**src/rtl/pipe_stage_buf.sv**
```systemverilog
// Elastic pipeline-stage buffer: DEPTH-entry circular FIFO with valid/ready handshake,
// synchronous flush and asynchronous active-high reset. DEPTH=1 acts as a plain stage register.
// Optional feature: define PIPE_BUBBLE_CNT_EN to add bubble_cnt_o, a saturating 16-bit count of
// cycles where the downstream stage was ready but the buffer was empty.
module pipe_stage_buf #(
  parameter int unsigned DATA_W = 32,
  parameter int unsigned DEPTH  = 2,
  localparam int unsigned CNT_W = $clog2(DEPTH + 1)
) (
  input  logic              clk,
  input  logic              rst,
  input  logic              flush_i,
  input  logic              in_valid_i,
  output logic              in_ready_o,
  input  logic [DATA_W-1:0] in_data_i,
  output logic              out_valid_o,
  input  logic              out_ready_i,
  output logic [DATA_W-1:0] out_data_o,
  output logic [CNT_W-1:0]  count_o
`ifdef PIPE_BUBBLE_CNT_EN
  ,
  output logic [15:0]       bubble_cnt_o
`endif
);

  localparam int unsigned PtrW = (DEPTH > 1) ? $clog2(DEPTH) : 1;
  localparam logic [PtrW-1:0] LastPtr = PtrW'(DEPTH - 1);
  localparam logic [CNT_W-1:0] FullCnt = CNT_W'(DEPTH);

  logic [DATA_W-1:0] mem_q [DEPTH];
  logic [PtrW-1:0]   wr_ptr_q, wr_ptr_d;
  logic [PtrW-1:0]   rd_ptr_q, rd_ptr_d;
  logic [CNT_W-1:0]  count_q, count_d;
  logic              push, pop;

  // Handshake outputs come from registered occupancy only; no path from out_ready_i.
  always_comb begin
    in_ready_o  = (count_q < FullCnt);
    out_valid_o = (count_q != '0);
    out_data_o  = out_valid_o ? mem_q[rd_ptr_q] : '0;
    count_o     = count_q;
    push        = in_valid_i & in_ready_o;
    pop         = out_valid_o & out_ready_i;
  end

  // Next-state: flush wins over everything; pointers wrap by explicit compare.
  always_comb begin
    wr_ptr_d = wr_ptr_q;
    rd_ptr_d = rd_ptr_q;
    count_d  = count_q;
    if (flush_i) begin
      wr_ptr_d = '0;
      rd_ptr_d = '0;
      count_d  = '0;
    end else begin
      if (push) begin
        wr_ptr_d = (wr_ptr_q == LastPtr) ? '0 : wr_ptr_q + PtrW'(1);
      end
      if (pop) begin
        rd_ptr_d = (rd_ptr_q == LastPtr) ? '0 : rd_ptr_q + PtrW'(1);
      end
      unique case ({push, pop})
        2'b10:   count_d = count_q + CNT_W'(1);
        2'b01:   count_d = count_q - CNT_W'(1);
        default: count_d = count_q;
      endcase
    end
  end

  // Control state register.
  always_ff @(posedge clk or posedge rst) begin
    if (rst) begin
      wr_ptr_q <= '0;
      rd_ptr_q <= '0;
      count_q  <= '0;
    end else begin
      wr_ptr_q <= wr_ptr_d;
      rd_ptr_q <= rd_ptr_d;
      count_q  <= count_d;
    end
  end

  // Payload storage; contents are don't-care until written, so no reset.
  always_ff @(posedge clk) begin
    if (push && !flush_i) begin
      mem_q[wr_ptr_q] <= in_data_i;
    end
  end

`ifdef PIPE_BUBBLE_CNT_EN
  logic [15:0] bubble_cnt_q;

  // Saturating bubble counter; flush does not clear it.
  always_ff @(posedge clk or posedge rst) begin
    if (rst) begin
      bubble_cnt_q <= '0;
    end else if (out_ready_i && !out_valid_o && (bubble_cnt_q != 16'hFFFF)) begin
      bubble_cnt_q <= bubble_cnt_q + 16'd1;
    end
  end

  assign bubble_cnt_o = bubble_cnt_q;
`endif

endmodule
```
**config.mk**
```make
export PLATFORM = sky130hd
export DESIGN_NAME = pipe_stage_buf
export DESIGN_NICKNAME = d
export VERILOG_FILES = /design/src/rtl/pipe_stage_buf.sv
export SDC_FILE = /design/constraint.sdc
export NUM_CORES = 1
export LEC_CHECK = 0
export BUFFER_PORTS_ARGS = -buffer_cell sky130_fd_sc_hd__buf_2
export CORE_MARGIN = 1.5
export CORE_UTILIZATION = 30
export DETAILED_ROUTE_END_ITERATION = 16
export HOLD_SLACK_MARGIN = 0.12
export RECOVER_POWER = 100
export SLEW_MARGIN = 5
export SYNTH_ARGS = -nofsm -noshare
export SYNTH_HDL_FRONTEND = slang
export SYNTH_SLANG_ARGS = --single-unit
```
**constraint.sdc**
```tcl
create_clock -name clk -period 8.3 [get_ports clk]
set_clock_uncertainty 0.05 [all_clocks]
set_input_delay 0.83 -clock clk [delete_from_list [all_inputs] [get_ports clk]]
set_output_delay 0.83 -clock clk [all_outputs]
set_load 0.01 [all_outputs]
```
**Word level (Yosys, flattened, before mapping)**

Memories as Yosys holds them, arrays and structs flattened.
Cells that the tools add are included.

- Equal/unequal tests: 2
- Multiplexer cells: 11
- Order comparisons: 1
- Reductions and logical operators: 6
- Add/sub/neg operators: 4
- Bitwise gates (word level): 2

Operators by type and width:

| operator | count |
|---|---|
| 2-to-1 mux 32 bit | 1 |
| 2-to-1 mux 1 bit | 8 |
| nonzero test 2 bit | 3 |
| case mux 2 bit (2 select lines) | 1 |
| nonzero test 3 bit | 1 |
| adder 1 bit, second input constant | 2 |
| adder 2 x 1 -> 2 bit, second input constant | 1 |
| AND 1 bit | 2 |
| equality test 2 x 1 -> 1 bit, second input constant | 1 |
| equality test 2 bit, second input constant | 1 |
| less-than comparator 2 bit, second input constant | 1 |
| 2-to-1 mux 2 bit | 1 |
| subtractor 2 x 1 -> 2 bit, second input constant | 1 |
| logical AND 1 bit | 1 |
| logical NOT 1 bit | 1 |

- Logic and storage cells: 30
- Memories: 1
- Input port bits: 37
- RAM bits: 64
- Bits in registers: 4
- Output and inout bits: 36

Memories:

| memory | words | width | read ports | clocked after memory_dff | wr ports | line | RTL |
|---|---|---|---|---|---|---|---|
| mem_q | 2 | 32 | 1 | 0 | 1 | 30 | `logic [DATA_W-1:0] mem_q [DEPTH];` |

**Depth between registers and ports, before layout**

- Word-level depth: 5
- Depth in mapped cells: 4
- Depth with buffers taken out: 3

**Least setup slack after synthesis**

Ideal clock, no wire load.

- Path type: input to register
- Start point: input in_valid_i
- End point: memory mem_q[1][0] (enable)
- Buffers on the path: 0
- Setup slack: 4.456 ns
- Cell stages on the path: 2
- Library setup time: 0.468 ns
- Arrival time: 3.326 ns
- Data required time: 7.782 ns
- Path through: nand2b_2 -> nor3b_1

- Longest elaborated chain between the ends: 4

Ends and longest elaborated chain:

| element | line | RTL |
|---|---|---|
| start, declared | 13 | `input logic in_valid_i,` |
| AND 1 bit | 42 | `push = in_valid_i & in_ready_o;` |
| logical AND 1 bit | 85 | `if (push && !flush_i) begin` |
| 2-to-1 mux 1 bit | 85 |  |
| 2-to-1 mux 1 bit (not written as such) | 86 | `mem_q[wr_ptr_q] <= in_data_i;` |
| end, declared | 30 |  |

Every way passes these cells.

**Worst setup path after layout**

- Start point: register rd_ptr_q
- End point: output out_data_o[27]

- Longest elaborated chain between the ends: 2

Ends and longest elaborated chain:

| element | line | RTL |
|---|---|---|
| start, declared | 32 | `logic [PtrW-1:0] rd_ptr_q, rd_ptr_d;` |
| start signal, assigned | 78 | `rd_ptr_q <= rd_ptr_d;` |
| memory (2 x 32 bit) | n/a |  |
| 2-to-1 mux 32 bit | 40 | `out_data_o = out_valid_o ? mem_q[rd_ptr_q] : '0;` |
| end, declared | 18 | `output logic [DATA_W-1:0] out_data_o,` |

Every way passes these cells.

==> results.py <==
metrics = {
    "outcome": {
        "outcome": "finished with violations",
        "violations": "capacitance limit, slew limit",
    },
    "drt": {
        "dr_total_vias": 1521,
        "drcViolationCount": 0,
        "drt_wl_total_um": 4729,
        "viasPerCell": 4.333,
        "drtPass1Iterations": 2,
        "ant_nets": 0,
        "drt_iter0_drc": 18,
        "wl_per_cell_um": 13.47,
    },
    "clock_network": {
        "cts_sinks": 68,
        "clkTransAtPathRegs_ns": 0.07,
        "worstSkewPairLatency_ns": 0.33,
        "cts_buffers": 9,
        "cts_tree": "done",
        "cts_max_level": 3,
        "cts_root_buffer": "clkbuf_8",
        "ctsLongestPathBuffers": 2,
        "ctsHoldBuffers": 0,
        "cts_resized": 0,
        "cts_setup_buffers": 0,
    },
    "synthesis": {
        "syn_avg_cell_area_um2": 16.43,
        "synth.most_common_cell": "edfxtp_1",
        "yosysTopAreaCellShare": 0.7311,
        "syn_nets": 197,
        "yosysTopAreaCell": "edfxtp_1",
        "synth.yosys.seq_area_share": 0.7692,
        "ys.flop_type": "edfxtp_1",
        "synth-edff-count": 64,
        "synth_area_leaders": "edfxtp_1, mux2i_1, nor2_1",
        "yosys_warnings": 0,
        "syn_inst": 160,
        "yosysUniqueCellTypes": 17,
        "async_flop_share": 0.05882,
        "syn-cell-area_um2": 2629,
        "synth_common_cells": "edfxtp_1, nor2_1, mux2i_1, buf_4, dfrtp_1",
        "synth-seq-cells": 68,
    },
    "final_layout": {
        "syn_to_final_growth_pct": 21.75,
        "utilization": 0.3837,
        "n_fill_cell": 857,
        "diodes": 0,
        "drive_above_1_share": 0.1545,
        "num-nets-final": 278,
        "design_area_um2": 3201,
    },
    "timing": {
        "period_share": 0.4023,
        "max_freq_mhz": 299.5,
        "hold_violations": 0,
        "slew_violations": 34,
        "worst_pin_slew_ns": 1.771,
        "tns_ns": 0,
        "setup_slack_ns": 4.961,
        "slew-limit-headroom": -0.1804,
        "rsz0062_at_grt": "no",
        "setup_violations": 0,
        "period_minus_slack_ns": 3.339,
    },
    "power_and_ir_drop": {
        "pwr-share-seq": 0.577,
        "power.density_nw_per_um2": 218.3,
        "ir_worst_vdd_v": 0.00008312,
        "intPower_w": 0.0005273,
        "power.leakage_nw": 1.068,
        "p_total_w": 0.0006987,
        "clock_power_share": 0.323,
        "p_sw_frac": 0.2454,
        "p_switching_w": 0.0001715,
        "comb_power_share": 0.099,
    },
    "floorplanning": {
        "rows": 33,
        "dieArea_um2": 9333,
        "core_um2": 8341,
        "initial_core_util": 0.3152,
        "die_w_um": 96.61,
        "num_io_pins": 73,
        "fp.dieH_um": 96.61,
    },
    "critical_path": {
        "arrival_ns": 2.46,
        "crit_type": "reg2out",
        "crit_path_max_fanout": 33,
        "required_ns": 7.42,
        "cpMaxStageDelayCell": "dfrtp_1",
        "cp_cell_sequence": "mux2i_1, nor2_1, clkbuf_1",
        "slowest_delay_ns": 1.54,
        "crit_path_start_kind": "register",
        "worst-path-buf-inv": 1,
        "crit_path_end_kind": "output pin",
        "crit_family": "flip-flops",
    },
    "run": {
        "maxCapViolCount": 1,
    },
    "place": {
        "dp_hpwl_um": 3173,
        "postPlaceCellArea_um2": 3127,
        "gp_congestion": 0.6242,
        "port_buffers": 72,
        "pre_cts_slack_ns": 5.843,
    },
    "global_route": {
        "antenna_found_initial": 0,
        "grt_pass1_vias": 1629,
        "overflow": 0,
        "grt_usage": 0.1087,
        "grt_pass1_wl_um": 7714,
        "grt_max_degree": 34,
    },
    "worst_hold_path": {
        "hold_class": "in2async",
    },
}
## flip-flops by register name (all words and copies together), names as in the netlist
name	count
count_o	2
mem_q	64
rd_ptr_q	1
wr_ptr_q	1
## per-stage QoR
stage          std cells  hold slack (ns)
6_report             351           0.3154
5_1_grt              351           0.3117
4_1_cts              351           0.3009
3_5_place_dp         335           0.5256
3_3_place_gp         335           0.5107
2_1_floorplan        160           0.4695
## cells by family (layout without fill, tap and decap cells)
kind of cell	count (synthesis)	in the layout	share of synthesized area
AND/OR/NAND/NOR	42	42	0.06664
AO/OA/AOI/OAI	5	5	0.01047
flip-flops	68	68	0.7692
multiplexers	33	33	0.1257
XOR/XNOR	2	2	0.006665
buffers and inverters	10	96	0.02142
## area by class of cell
cell class	instances	area (µm²)	share of cell area
Clock buffer	9	123.9	0.03870
Clock inverter	7	43.79	0.01368
Inverter	3	11.26	0.003518
Multi-Input combinational cell	82	548.0	0.1712
Timing Repair Buffer	77	320.3	0.1001
Tap cell	105	131.4	0.04105
Sequential cell	68	2022	0.6317
## per-layer routing
layer  wire length, µm  up-vias  GRT usage
met5                 0        -          0
met4                63        0    0.05351
met3               281        8    0.03757
met2              2429       47     0.1850
met1              1955      723     0.1209
li1                  -      743          -
## final timing paths
path,from,end,slack (ns),cells past startpoint
min reg2reg,wr_ptr_q,wr_ptr_q,0.52,2
max,rd_ptr_q,out_data_o[27],4.96,3
max reg2reg,count_o[1],mem_q[1][4],6.12,3
min in group clk,wr_ptr_q,wr_ptr_q,0.52,2
min,rst,count_o[0],0.32,2
max in group asynchronous,rst,wr_ptr_q,7.73,2
## placed cells by master (no fill, tap or decap)
cell / n
nor2_1: 35
clkbuf_8: 9
nor3b_1: 1
buf_2: 22
nor3_1: 1
buf_4: 1
nand2_1: 1
o21ai_0: 2
clkinvlp_4: 4
xor2_1: 2
mux2i_1: 33
dfrtp_1: 4
edfxtp_1: 64
a21oi_1: 2
a21o_1: 1
inv_1: 3
clkbuf_1: 54
clkinv_1: 1
nand2b_1: 2
nor2b_1: 2
clkinv_2: 2
## power groups by stage
stage          registers (W)  logic (W)  clock network (W)
2_1_floorplan       0.000404  0.0000496                  0
3_3_place_gp        0.000411  0.0000753                  0
3_5_place_dp        0.000412  0.0000766                  0
4_1_cts             0.000404  0.0000768           0.000237
5_1_grt             0.000406  0.0000788           0.000249
6_report            0.000403  0.0000694           0.000226
Note: power is estimated with default switching activity, not from simulation.
